## src/rtl/multiplier_32_seq_if.sv

```systemverilog
// Operand/result handshake bundle for the sequential 32x32 multiplier.
// master = producer/consumer side, slave = the multiplier.
interface multiplier_32_seq_if;
    logic        in_valid;
    logic        in_ready;
    logic [31:0] A;
    logic [31:0] B;
    logic        out_valid;
    logic        out_ready;
    logic [63:0] product;
    logic        busy;

    modport master (
        output in_valid, A, B, out_ready,
        input  in_ready, out_valid, product, busy
    );

    modport slave (
        input  in_valid, A, B, out_ready,
        output in_ready, out_valid, product, busy
    );
endinterface

```

## src/rtl/multiplier_32_seq.sv

```systemverilog
// Sequential 32x32 -> 64 unsigned multiplier built around one shared
// 16x16 multiplier; four partial products are accumulated over four cycles.
module multiplier_32_seq (
    input  logic                 clk,
    input  logic                 rst,
    multiplier_32_seq_if.slave   bus
);
    localparam logic [1:0] IDLE = 2'd0;
    localparam logic [1:0] MUL  = 2'd1;
    localparam logic [1:0] DONE = 2'd2;

    logic [1:0]  state;
    logic [1:0]  step;
    logic [31:0] a_reg;
    logic [31:0] b_reg;
    logic [63:0] acc;

    logic [15:0] op_a;
    logic [15:0] op_b;
    logic [31:0] pp;
    logic [63:0] pp_shifted;

    // Operand halves for the current step: step[1] picks A's upper half,
    // step[0] picks B's upper half; shift is the sum of both half offsets.
    always_comb begin
        op_a       = step[1] ? a_reg[31:16] : a_reg[15:0];
        op_b       = step[0] ? b_reg[31:16] : b_reg[15:0];
        pp_shifted = {32'd0, pp};
        case (step)
            2'd0:    pp_shifted = {32'd0, pp};
            2'd1,
            2'd2:    pp_shifted = {16'd0, pp, 16'd0};
            default: pp_shifted = {pp, 32'd0};
        endcase
    end

    mul16_unsigned u_mul16 (
        .a (op_a),
        .b (op_b),
        .p (pp)
    );

    // FSM, step counter, operand latch and accumulator.
    always_ff @(posedge clk) begin
        if (rst) begin
            state <= IDLE;
            step  <= 2'd0;
            acc   <= 64'd0;
            a_reg <= 32'd0;
            b_reg <= 32'd0;
        end else begin
            case (state)
                IDLE: begin
                    if (bus.in_valid) begin
                        a_reg <= bus.A;
                        b_reg <= bus.B;
                        acc   <= 64'd0;
                        step  <= 2'd0;
                        state <= MUL;
                    end
                end
                MUL: begin
                    acc  <= acc + pp_shifted;
                    // Wrap 3 -> 0 lands on the same edge as MUL -> DONE.
                    step <= step + 2'd1;
                    if (step == 2'd3)
                        state <= DONE;
                end
                DONE: begin
                    if (bus.out_ready)
                        state <= IDLE;
                end
                default: state <= IDLE;
            endcase
        end
    end

    assign bus.in_ready  = (state == IDLE);
    assign bus.busy      = (state != IDLE);
    assign bus.out_valid = (state == DONE);
    assign bus.product   = acc;
endmodule

// The single shared 16x16 -> 32 unsigned multiplier.
module mul16_unsigned (
    input  logic [15:0] a,
    input  logic [15:0] b,
    output logic [31:0] p
);
    assign p = 32'(a) * 32'(b);
endmodule

```

## src/flat_wrapper.sv

```systemverilog
// flat-port wrapper written by rule: the top's interface ports become plain ports
module multiplier_32_seq_flat 
  (clk, rst, bus_in_valid, bus_A, bus_B, bus_out_ready, bus_in_ready, bus_out_valid, bus_product, bus_busy);
  multiplier_32_seq_if bus_i ();
  input  logic clk;
  input  logic rst;
  input wire logic [$bits(bus_i.in_valid)-1:0] bus_in_valid;
  input wire logic [$bits(bus_i.A)-1:0] bus_A;
  input wire logic [$bits(bus_i.B)-1:0] bus_B;
  input wire logic [$bits(bus_i.out_ready)-1:0] bus_out_ready;
  output wire logic [$bits(bus_i.in_ready)-1:0] bus_in_ready;
  output wire logic [$bits(bus_i.out_valid)-1:0] bus_out_valid;
  output wire logic [$bits(bus_i.product)-1:0] bus_product;
  output wire logic [$bits(bus_i.busy)-1:0] bus_busy;
  assign bus_i.in_valid = bus_in_valid;
  assign bus_i.A = bus_A;
  assign bus_i.B = bus_B;
  assign bus_i.out_ready = bus_out_ready;
  assign bus_in_ready = bus_i.in_ready;
  assign bus_out_valid = bus_i.out_valid;
  assign bus_product = bus_i.product;
  assign bus_busy = bus_i.busy;
  multiplier_32_seq u_core (.clk(clk), .rst(rst), .bus(bus_i));
endmodule
```

## config.mk

```make
export PLATFORM = sky130hd
export DESIGN_NAME = multiplier_32_seq_flat
export DESIGN_NICKNAME = d
export VERILOG_FILES = /design/src/rtl/multiplier_32_seq_if.sv /design/src/rtl/multiplier_32_seq.sv /design/src/flat_wrapper.sv
export SDC_FILE = /design/constraint.sdc
export NUM_CORES = 1
export LEC_CHECK = 0
export CAP_MARGIN = 20
export CORE_ASPECT_RATIO = 1.2
export CORE_MARGIN = 8
export CORE_UTILIZATION = 55
export DETAILED_ROUTE_END_ITERATION = 6
export HOLD_SLACK_MARGIN = 0.02
export PLACE_DENSITY = 0.76
export SYNTH_ARGS = -nofsm -noshare
export SYNTH_HDL_FRONTEND = slang
export SYNTH_SLANG_ARGS = --single-unit
```

## constraint.sdc

```tcl
create_clock -name clk -period 19.05 [get_ports clk]
set_input_delay 3.81 -clock clk [delete_from_list [all_inputs] [get_ports clk]]
set_output_delay 3.81 -clock clk [all_outputs]
set_load 0.005 [all_outputs]
```

---- Word level (Yosys, flattened, before mapping) ----
Cells that the tools add are included.
operators by class
  add/subtract/negate cells ............... 2
  $mul .................................... 1
  equality and inequality tests ........... 8
  mux-type cells .......................... 11
  reductions and logical operators ........ 8
operator list
  kind                   number
  $pmux W64 S2           2
  $add A64 B64 Y64       1
  $mux W64               1
  $mul A16 B16 Y32       1
  $mux W16               2
  $mux W2                4
  $eq A2 B2 Y1 const B   3
  $pmux W2 S3            1
  $eq A2 B1 Y1 const B   2
  $logic_not A2 Y1       2
  $ne A2 B2 Y1 const B   2
  $pmux W2 S2            1
  $reduce_and A2 Y1      2
  $reduce_bool A2 Y1     2
  $reduce_and A3 Y1      1
  $add A2 B1 Y2 const B  1
  $ne A2 B1 Y1 const B   1
  $reduce_or A2 Y1       1
word-level totals
  bits in registers ....................... 132
  output and inout bits ................... 67
  logic and storage cells ................. 35

---- Logic depth before layout (Yosys ltp) ----
Gate-level depths: netlist of run 1.
  word-level depth ........................ 5
  gate-level depth with buffers ........... 40

---- Cells and area by module ----
From an unflattened synthesis of run 1, not the netlist that was laid out.
unflattened totals
  cell total of the unflattened synthesis .. 2226
  area, all modules ....................... 17838.4 um2
by module, submodules not included
  module             times used  cells each  area each (um2)
  multiplier_32_seq  1           1197        9090.0
  mul16_unsigned     1           1029        8748.4

---- Worst setup path after synthesis of run 1 ----
No wires, ideal clock.
  path kind ............................... register to register
  from .................................... register u_core.step[1]
  to ...................................... register u_core.acc[61], in the netlist u_core.bus.product[61]
  setup time .............................. 0.117 ns
  arrival ................................. 9.645 ns
  setup slack ............................. 9.287 ns
  stages on the path, launching flop included .. 39
  cell sequence ........................... dfxtp_1 > clkbuf_1 > buf_1 > buf_1 > mux2i_1 > nor2_1 > fa_1 > inv_1 > fa_1 > fa_1 > inv_1 > fa_1 > fa_1 > inv_1 > fa_1 > inv_1 > ha_1 > a21oi_1 > [3 not listed] > o2111ai_1 > o21ai_1 > o31a_1 > mux2_2 > a2111oi_2 > o22ai_1 > ha_1 > buf_2 > nand2_1 > or3_1 > nand2b_1 > nor4b_2 > o31ai_2 > a21oi_2 > o2111ai_2 > a211oi_1 > o21ai_0 > a32o_1
between the ends
  word-level cells in the longest chain between the ends .. 5
ends and longest elaborated chain
  what                                                         line                                              RTL
  start: declaration                                           multiplier_32_seq.sv:13                           logic [1:0] step;
  start signal: assignment                                     multiplier_32_seq.sv:65                           step <= step + 2'd1;
  $mux W16, or another cell as far along                       multiplier_32_seq.sv:26                           op_a = step[1] ? a_reg[31:16] : a_reg[15:0];
  $mul A16 B16 Y32 / $reduce_or A2 Y1 (equally long branches)  multiplier_32_seq.sv:90, multiplier_32_seq.sv:29
  $pmux W64 S2 *                                               multiplier_32_seq.sv:29                           case (step)
  $add A64 B64 Y64 *                                           multiplier_32_seq.sv:63                           acc <= acc + pp_shifted;
  $pmux W64 S2 *                                               multiplier_32_seq.sv:52                           case (state)
  end signal: assignment                                       multiplier_32_seq.sv:63
  end: declaration                                             multiplier_32_seq.sv:16                           logic [63:0] acc;
Every way passes the cells marked *; elsewhere a longest branch is shown, timed or not.
A chain may end at the register's enable or synchronous reset.

---- Worst setup path in the final report of run 1 ----
Ends and elaborated chain as after synthesis.

==> results.py, run 1 <==
metrics = {
    "sta": {
        "holdWs_ns": 0.453,
        "worstMarginPinSlew_ns": 1.10,
        "rsz0062_at_grt": "no",
        "drv_slew": 0,
        "setup-tns-final_ns": 0,
        "fmax_mhz": 91.5,
        "min_period_over_period_pct": 57.3,
        "skew_ns": 0.0153,
        "setup_viol": 0,
        "timing_hold_violations_final": 0,
        "slew-limit-headroom_pct": 24.6,
        "period_needed_ns": 10.92,
    },
    "placed_design": {
        "dpl.cell_count": 2672,
        "port_buffers": 134,
        "place_congestion": 0.979,
        "place_area_um2": 19100,
        "hpwl_mm": 44.3,
    },
    "synth": {
        "syn_area_per_cell_um2": 7.90,
        "seq_area_frac_synth_pct": 15.1,
        "netlist_area_um2": 17400,
        "post-synth-top-count-cell": "nand2_1",
        "syn-instance-count": 2208,
        "synth_ff_type": "dfxtp_1",
        "ys_async_sr_fraction_pct": 0,
        "ys_seq_elements": 132,
        "synth_common_cells": "384 x nand2_1, 267 x inv_1, 195 x fa_1",
        "synth_edf_count": 0,
        "synth_top_area_share_pct": 22.4,
        "yosys_warnings": 0,
        "synth.largest_area_cell": "fa_1",
        "ys_types": 67,
        "synth_nets": 2640,
        "netlist_top_cells_area": "fa_1 22%, dfxtp_1 15%, ha_1 12%",
    },
    "clocking": {
        "cts_buffer_depth": 2,
        "insertion_delay_ns": 0.45,
        "cts_hold_buf": 0,
        "cts_buffers": 17,
        "cts_sinks": 132,
        "clk_pin_slew_ns": 0.07,
        "cts_root_buffer": "clkbuf_16",
        "htree_levels": 4,
        "cts_tree": "built",
        "cts_setup_buffers": 0,
        "cts_resized": 0,
    },
    "setup_path": {
        "r2r_cells": 33,
        "slowest_stage": "dfxtp_2",
        "path_class": "reg2reg",
        "critPathCaptureType": "register",
        "reg2reg_slack_ns": 8.13,
        "cpPeakStageDelay_ns": 1.01,
        "cp-startpoint": "u_core.step[1]$_SDFFE_PP0P_",
        "start_kind": "register",
        "arrival_ns": 11.26,
        "rr_startpoint": "u_core.step[1]$_SDFFE_PP0P_",
        "rr_endpoint": "u_core.bus.product[61]$_SDFFE_PP0P_",
        "endpoint": "u_core.bus.product[61]$_SDFFE_PP0P_",
        "worstPathRequired_ns": 19.39,
        "crit_path_frequent_cell": "fa_1",
        "cp_max_fo": 35,
    },
    "pwr": {
        "p_per_area_nw_per_um2": 48.7,
        "leakage_nw": 8.97,
        "finalPower_mw": 0.960,
        "ir_worst_vdd_mv": 0.0595,
    },
    "drt": {
        "routedWlPerCell_um": 20.5,
        "drt-initial-drc-count": 1172,
        "num_vias": 16015,
        "antenna_left": 0,
        "totalWireLength_mm": 55.4,
        "dr.pass1.iters": 6,
        "vias_per_cell": 5.92,
        "drc_errors": 0,
    },
    "global_routing": {
        "grt_use_total_pct": 30.0,
        "grt_pass1_wl_mm": 88.4,
        "grt_pass1_vias": 16288,
        "overflow": 0,
        "grt_max_degree": 74,
        "antenna_found_initial": 0,
    },
    "layout": {
        "nets": 2725,
        "final_area_um2": 19700,
        "antenna_cells": 0,
        "drive_gt1_share_pct": 4.94,
        "syn_to_final_growth_pct": 13.0,
        "fillers": 2796,
        "instances_no_fill": 2707,
        "largest_reg_flops": 64,
    },
    "die": {
        "die_y_um": 211,
        "core_um2": 31300,
        "die_w_um": 179,
        "die-area_um2": 37700,
        "rows": 71,
        "io-pin-count": 135,
        "start_util_pct": 55.8,
    },
    "outcome": {
        "status": "finished clean",
    },
    "worst_hold_path": {
        "hold_class": "reg2reg",
    },
    "job": {
        "max-cap-violations": 0,
    },
}
placed cells by master (no fill, tap or decap), types with 7 or more instances in the layout:
cell type / instances
xor2_1: 28
or3_1: 7
a211oi_1: 12
buf_4: 26
o21a_1: 15
a21o_1: 46
a22o_1: 19
inv_1: 267
clkbuf_16: 17
and2_1: 24
nand3_1: 60
a21oi_1: 191
nor2_1: 179
nand2_1: 383
ha_1: 169
a31oi_1: 7
nand2b_1: 12
o31ai_1: 8
mux2i_1: 32
mux2_2: 30
o21ai_0: 89
clkdlybuf4s50_1: 133
nor2b_1: 15
dfxtp_1: 131
nand4_1: 19
xnor2_1: 49
nor3_1: 22
fa_1: 195
o21bai_1: 18
cell type report:
cell class	count	area (um^2)	area share, %
Clock buffer	18	439	2.23
Clock inverter	14	140	0.711
Inverter	267	1000	5.08
Multi-Input combinational cell	1716	13500	68.3
Sequential cell	132	2640	13.4
Tap cell	401	502	2.54
Timing Repair Buffer	159	1530	7.74
logic make-up (layout without fill, tap and decap cells):
group | after synthesis | after routing | synth area share, %
multiplexers | 62 | 62 | 3.77
AND/OR/NAND/NOR | 751 | 751 | 18.5
buffers and inverters | 360 | 458 | 7.79
flip-flops | 132 | 132 | 15.1
XOR/XNOR | 77 | 77 | 3.87
AO/OA/AOI/OAI | 462 | 462 | 16.4
adder cells (fa/ha/maj) | 364 | 364 | 34.5
per-stage QoR:
step | setup slack, ns | util, %
global placement | 8.35 | 61.1
global route | 7.66 | 63.0
CTS | 8.22 | 63.0
detailed placement | 8.24 | 61.1
finish | 8.13 | 63.0
floorplan | 9.29 | -
worst min-delay path by stage:
stage / slack (ns) / depth (start not counted) / end / start
CTS: 0.46 / 2 / u_core.b_reg[21]$_SDFFE_PP0P_ / u_core.b_reg[21]$_SDFFE_PP0P_
global placement: 0.45 / 2 / u_core.b_reg[21]$_SDFFE_PP0P_ / u_core.b_reg[21]$_SDFFE_PP0P_
finish: 0.45 / 2 / u_core.b_reg[21]$_SDFFE_PP0P_ / u_core.b_reg[21]$_SDFFE_PP0P_
detailed placement: 0.45 / 2 / u_core.b_reg[21]$_SDFFE_PP0P_ / u_core.b_reg[21]$_SDFFE_PP0P_
floorplan: 0.43 / 2 / u_core.b_reg[25]$_SDFFE_PP0P_ / u_core.b_reg[25]$_SDFFE_PP0P_
global route: 0.47 / 2 / u_core.b_reg[21]$_SDFFE_PP0P_ / u_core.b_reg[21]$_SDFFE_PP0P_
critical path, delay by kind of cell (launching register included):
| family | cells | cell delay [ns] |
|---|---|---|
| fa+ha+maj | 8 | 3.80 |
| compound gates | 10 | 2.63 |
| simple gates | 9 | 1.86 |
| mux | 2 | 1.23 |
| flops | 1 | 1.01 |
| buf+inv | 4 | 0.21 |
power breakdown:
part | internal (mW) | switching, mW
clock network | 0.187 | 0.150
registers | 0.289 | 0.0122
logic | 0.116 | 0.207
total | 0.591 | 0.369
routing by layer:
layer,share of wire (%),global-route usage [%],vias up
li1,-,-,7477
met1,39,35.6,7798
met2,50,51.8,591
met3,6.6,5.49,149
met4,4.6,13.8,0
met5,0,0,-
Note: power is estimated with default switching activity, not from simulation.
==> run 2: changes to the inputs <==
Clock period 19.05 ns to 11.4 ns, I/O delays scaled along.
==> run 2 against run 1 <==
Compared with the run above:
- via count about the same
- critical path depth unchanged
- fmax increased by 3.2%
- global-route usage increased by 0.22 points
==> results.py, run 2 (synthesis results as in run 1) <==
metrics = {
    "outcome": {
        "status": "finished clean",
    },
    "pwr": {
        "switching_share_pct": 37.9,
        "p_int_mw": 1.00,
        "finalPower_mw": 1.62,
        "pwr-share-seq_pct": 31.0,
        "ir_worst_vdd_mv": 0.0818,
        "pwr-share-comb_pct": 33.7,
        "power_frac_clock_pct": 35.3,
        "p_per_area_nw_per_um2": 81.9,
        "leakage_nw": 8.99,
        "p_switching_mw": 0.614,
    },
    "global_routing": {
        "grt_pass1_wl_mm": 88.8,
        "grt_max_degree": 68,
        "overflow": 0,
        "grt_pass1_vias": 16363,
        "antenna_found_initial": 0,
        "grt_use_total_pct": 30.2,
    },
    "placed_design": {
        "port_buffers": 134,
        "place_congestion": 0.989,
        "place_area_um2": 19200,
        "dp_slack_ns": 0.948,
        "dpl.cell_count": 2679,
        "hpwl_mm": 44.7,
    },
    "clocking": {
        "htree_levels": 4,
        "cts_hold_buf": 0,
        "cts_root_buffer": "clkbuf_16",
        "cts_tree": "built",
        "cts_buffer_depth": 2,
        "insertion_delay_ns": 0.44,
        "clk_pin_slew_ns": 0.07,
        "cts_setup_buffers": 0,
        "cts_buffers": 17,
        "cts_resized": 0,
        "cts_sinks": 132,
    },
    "setup_path": {
        "path_class": "reg2reg",
        "critPathCaptureType": "register",
        "cp-startpoint": "u_core.step[1]$_SDFFE_PP0P_",
        "rr_startpoint": "u_core.step[1]$_SDFFE_PP0P_",
        "slowest_stage": "mux2i_1",
        "cpPeakStageDelay_ns": 0.80,
        "worstPathRequired_ns": 11.72,
        "rr_endpoint": "u_core.bus.product[61]$_SDFFE_PP0P_",
        "start_kind": "register",
        "arrival_ns": 10.91,
        "crit_path_frequent_cell": "fa_1",
        "cp_max_fo": 25,
        "reg2reg_slack_ns": 0.81,
        "r2r_cells": 33,
        "endpoint": "u_core.bus.product[61]$_SDFFE_PP0P_",
    },
    "layout": {
        "instances_no_fill": 2712,
        "largest_reg_flops": 64,
        "final_area_um2": 19800,
        "nets": 2730,
        "syn_to_final_growth_pct": 13.2,
        "antenna_cells": 0,
        "layout_common_cells": "383 x nand2_1, 267 x inv_1, 195 x fa_1, 191 x a21oi_1, 179 x nor2_1",
        "fillers": 2824,
        "final_util_pct": 63.2,
        "final_common_cell": "nand2_1",
        "drive_gt1_share_pct": 5.11,
    },
    "die": {
        "core_um2": 31300,
        "die_w_um": 179,
        "start_util_pct": 55.8,
        "rows": 71,
        "io-pin-count": 135,
        "die_y_um": 211,
        "die-area_um2": 37700,
    },
    "sta": {
        "min_period_over_period_pct": 92.9,
        "timing_hold_violations_final": 0,
        "fmax_mhz": 94.5,
        "rsz0062_at_grt": "no",
        "fin_ws_ns": 0.814,
        "holdWs_ns": 0.455,
        "period_needed_ns": 10.59,
        "setup_viol": 0,
        "slew-limit-headroom_pct": 38.0,
        "worstMarginPinSlew_ns": 0.904,
        "setup-tns-final_ns": 0,
        "skew_ns": 0.0119,
        "drv_slew": 0,
    },
    "drt": {
        "vias_per_cell": 5.91,
        "dr.pass1.iters": 7,
        "drt-initial-drc-count": 1026,
        "antenna_left": 0,
        "drc_errors": 0,
        "routedWlPerCell_um": 20.7,
        "num_vias": 16030,
        "totalWireLength_mm": 56.1,
    },
    "worst_hold_path": {
        "hold_class": "reg2reg",
    },
    "job": {
        "max-cap-violations": 0,
    },
}
## run 2: power by group through the flow
stage                     clock network, mW  logic (mW)  registers, mW
after floorplan                           0       0.347          0.504
after global placement                    0       0.527          0.510
after detailed placement                  0       0.532          0.511
after CTS                             0.577       0.540          0.501
after global routing                  0.595       0.593          0.504
final                                 0.571       0.546          0.501
## run 2: final cells by class
| type | instances | area, um^2 | area share (%) |
|---|---|---|---|
| Timing Repair Buffer | 164 | 1570 | 7.93 |
| Sequential cell | 132 | 2640 | 13.4 |
| Tap cell | 401 | 502 | 2.54 |
| Inverter | 267 | 1000 | 5.07 |
| Clock buffer | 18 | 429 | 2.17 |
| Clock inverter | 14 | 153 | 0.773 |
| Multi-Input combinational cell | 1716 | 13500 | 68.1 |
## run 2: how the worst min path moves through the flow
stage | start | to | slack (ns) | cells past startpoint
after floorplan | u_core.b_reg[25]$_SDFFE_PP0P_ | u_core.b_reg[25]$_SDFFE_PP0P_ | 0.43 | 2
after global placement | u_core.b_reg[25]$_SDFFE_PP0P_ | u_core.b_reg[25]$_SDFFE_PP0P_ | 0.45 | 2
after detailed placement | u_core.b_reg[20]$_SDFFE_PP0P_ | u_core.b_reg[20]$_SDFFE_PP0P_ | 0.45 | 2
after CTS | u_core.b_reg[20]$_SDFFE_PP0P_ | u_core.b_reg[20]$_SDFFE_PP0P_ | 0.46 | 2
after global routing | u_core.b_reg[20]$_SDFFE_PP0P_ | u_core.b_reg[20]$_SDFFE_PP0P_ | 0.47 | 2
final | u_core.b_reg[20]$_SDFFE_PP0P_ | u_core.b_reg[20]$_SDFFE_PP0P_ | 0.46 | 2
## run 2: routing by layer
layer	global-route usage [%]	wire length (um)
met1	35.2	21400
met2	51.1	27600
met3	6.46	4000
met4	16.3	3160
met5	0	0
## run 2: worst max-delay path: cells and delay by family (launching register included)
family | cells | cell delay, ns
simple gates | 8 | 1.81
flops | 1 | 0.78
buf+inv | 5 | 0.31
mux | 2 | 1.08
compound gates | 10 | 2.59
fa+ha+maj | 8 | 3.84
==> run 3: changes to the inputs <==
Settings changed: ABC_AREA set to 1, PLACE_DENSITY 0.76 to 0.75, REMOVE_ABC_BUFFERS set to 1.
==> run 3 against run 2 <==
Compared with the run above:
- critical path depth increased by 5
- final cell count increased by 22%
- area after synthesis increased by 7.2%
- design area increased by 6.9%
- hold slack improved by 0.020 ns
- combinational power increased to 5.6 times the previous value
- non-clock buffer count decreased by 6
- highest routed layer unchanged
- wire length increased by 20%
- register-to-register slack improved by 0.69 ns
- count of clock-buffer cells in the layout decreased by 1
- die area increased by 6.6%
==> results.py, run 3 <==
metrics = {
    "sta": {
        "period_needed_ns": 9.90,
        "drv_slew": 0,
        "setup-tns-final_ns": 0,
        "slew-limit-headroom_pct": 34.5,
        "worstMarginPinSlew_ns": 0.983,
        "fmax_mhz": 101,
        "rsz0062_at_grt": "no",
        "timing_hold_violations_final": 0,
        "setup_viol": 0,
        "min_period_over_period_pct": 86.8,
        "skew_ns": 0.0166,
    },
    "clocking": {
        "cts_buffers": 17,
        "cts_buffer_depth": 2,
        "clk_pin_slew_ns": 0.07,
        "cts_setup_buffers": 0,
        "cts_resized": 0,
        "cts_sinks": 132,
        "cts_hold_buf": 0,
        "cts_root_buffer": "clkbuf_16",
        "cts_tree": "built",
        "htree_levels": 4,
        "insertion_delay_ns": 0.48,
    },
    "job": {
        "max-cap-violations": 0,
    },
    "drt": {
        "num_vias": 18718,
        "routedWlPerCell_um": 20.3,
        "drc_errors": 0,
        "dr.pass1.iters": 6,
        "antenna_left": 0,
        "vias_per_cell": 5.64,
        "drt-initial-drc-count": 1579,
        "totalWireLength_mm": 67.3,
    },
    "setup_path": {
        "crit_path_frequent_cell": "inv_1",
        "slowest_stage": "dfxtp_1",
        "start_kind": "register",
        "cpPeakStageDelay_ns": 0.84,
        "critPathCaptureType": "register",
        "arrival_ns": 10.29,
        "cp_max_fo": 19,
        "worstPathRequired_ns": 11.79,
        "r2r_cells": 38,
        "path_class": "reg2reg",
    },
    "synth": {
        "ys_async_sr_fraction_pct": 0,
        "seq_area_frac_synth_pct": 14.1,
        "netlist_area_um2": 18700,
        "synth_edf_count": 0,
        "syn-instance-count": 2745,
        "synth_top_area_share_pct": 20.9,
        "ys_types": 46,
        "synth.largest_area_cell": "fa_1",
        "syn_area_per_cell_um2": 6.81,
        "netlist_top_cells_area": "fa_1 21%, dfxtp_1 14%, ha_1 11%",
        "ys_seq_elements": 132,
        "post-synth-top-count-cell": "nand2_1",
        "synth_common_cells": "527 x nand2_1, 458 x inv_1, 442 x nor2_1",
        "synth_ff_type": "dfxtp_1",
        "yosys_warnings": 0,
    },
    "die": {
        "die_y_um": 218,
        "core_um2": 33800,
        "die-area_um2": 40200,
        "die_w_um": 184,
        "rows": 74,
        "start_util_pct": 55.3,
        "io-pin-count": 135,
    },
    "layout": {
        "syn_to_final_growth_pct": 13.0,
        "final_area_um2": 21100,
        "multi_input_area_um2": 14000,
        "layout_common_cells": "527 x nand2_1, 457 x inv_1, 440 x nor2_1, 195 x fa_1, 183 x a21oi_1",
        "final_util_pct": 62.5,
        "seq_area_um2": 2640,
        "antenna_cells": 0,
        "nets": 3281,
        "drive_gt1_share_pct": 6.64,
        "final_common_cell": "nand2_1",
        "fillers": 3174,
        "largest_reg_flops": 64,
    },
    "pwr": {
        "pwr-share-comb_pct": 72.5,
        "p_int_mw": 1.84,
        "p_per_area_nw_per_um2": 199,
        "ir_worst_vdd_mv": 0.178,
        "p_switching_mw": 2.37,
        "switching_share_pct": 56.2,
        "power_frac_clock_pct": 14.0,
        "leakage_nw": 9.70,
        "pwr-share-seq_pct": 13.5,
    },
    "global_routing": {
        "grt_max_degree": 70,
        "antenna_found_initial": 0,
        "grt_use_total_pct": 34.1,
        "grt_pass1_wl_mm": 104,
        "overflow": 0,
        "grt_pass1_vias": 19316,
    },
    "placed_design": {
        "place_area_um2": 20500,
        "port_buffers": 134,
        "place_congestion": 1.01,
        "hpwl_mm": 55.4,
    },
    "outcome": {
        "status": "finished clean",
    },
    "worst_hold_path": {
        "hold_depth": 2,
        "hold_class": "reg2reg",
    },
}
==> run 3: changes by cell type in the layout (fill, tap and decap cells not counted), moves of 30 or more <==
| cell | previous run | this run |
|---|---|---|
| nand2_1 | 383 | 527 |
| o21ai_0 | 89 | 159 |
| inv_1 | 267 | 457 |
| nor2_1 | 179 | 440 |
| xnor2_1 | 49 | 18 |
| mux2i_1 | 32 | 0 |
| mux2_2 | 30 | 0 |
| or2_2 | 5 | 43 |
| a21o_1 | 46 | 9 |
| nand3_1 | 60 | 103 |
==> run 3: cell type report <==
class | instances | area share (%)
clock buffers | 17 | 2.01
clock inverters | 15 | 0.853
inverters | 474 | 8.42
multi-input cells | 2066 | 66.3
flip-flops and latches | 132 | 12.5
well taps | 456 | 2.70
repair buffers | 158 | 7.24
==> run 3: worst max-delay path, delay by kind of cell (launching register included) <==
kind / cells / cell delay [ns]
compound gates: 6 / 1.18
buf+inv: 8 / 1.42
flops: 1 / 0.84
simple gates: 16 / 2.48
fa+ha+maj: 8 / 3.88
==> run 3: logic make-up after synthesis <==
family	after synthesis	synth area share, %
flops	132	14.1
xor+xnor	27	1.26
fa+ha+maj	364	32.2
buf+inv	547	11.2
compound gates	470	14.2
simple gates	1205	27.1
==> run 3: final timing paths <==
| check | slack (ns) | start | to |
|---|---|---|---|
| setup / recovery | 1.50 | u_core.step[1]$_SDFFE_PP0P_ | u_core.bus.product[61]$_SDFFE_PP0P_ |
| hold reg to reg | 0.48 | u_core.b_reg[25]$_SDFFE_PP0P_ | u_core.b_reg[25]$_SDFFE_PP0P_ |
| setup reg to reg | 1.50 | u_core.step[1]$_SDFFE_PP0P_ | u_core.bus.product[61]$_SDFFE_PP0P_ |
| hold / removal | 0.48 | u_core.b_reg[25]$_SDFFE_PP0P_ | u_core.b_reg[25]$_SDFFE_PP0P_ |
==> run 3: through the flow <==
stage | worst slack (ns) | hold slack, ns | power (mW) | instances
6_report | 1.50 | 0.475 | 4.21 | 3318
5_1_grt | 0.787 | 0.505 | 4.54 | 3318
4_1_cts | 1.53 | 0.478 | 4.16 | 3317
3_5_place_dp | 1.57 | 0.463 | 3.54 | 3285
3_3_place_gp | 1.70 | 0.457 | 3.51 | 3285
2_1_floorplan | 3.48 | 0.447 | 2.53 | 2672
==> run 3: metal layers <==
layer | share of wire [%] | vias up | GRT usage [%]
li1 | - | 8817 | -
met1 | 35 | 8803 | 35.6
met2 | 49 | 828 | 59.0
met3 | 6.6 | 270 | 5.82
met4 | 9.8 | 0 | 29.0
met5 | 0 | - | 0
==> run 3: power groups by stage <==
stage / combinational (mW) / sequential (mW) / clock [mW]
after floorplan: 1.97 / 0.561 / 0
after global placement: 2.93 / 0.576 / 0
after detailed placement: 2.96 / 0.577 / 0
after CTS: 3.00 / 0.567 / 0.594
after global routing: 3.36 / 0.574 / 0.609
final: 3.05 / 0.570 / 0.588
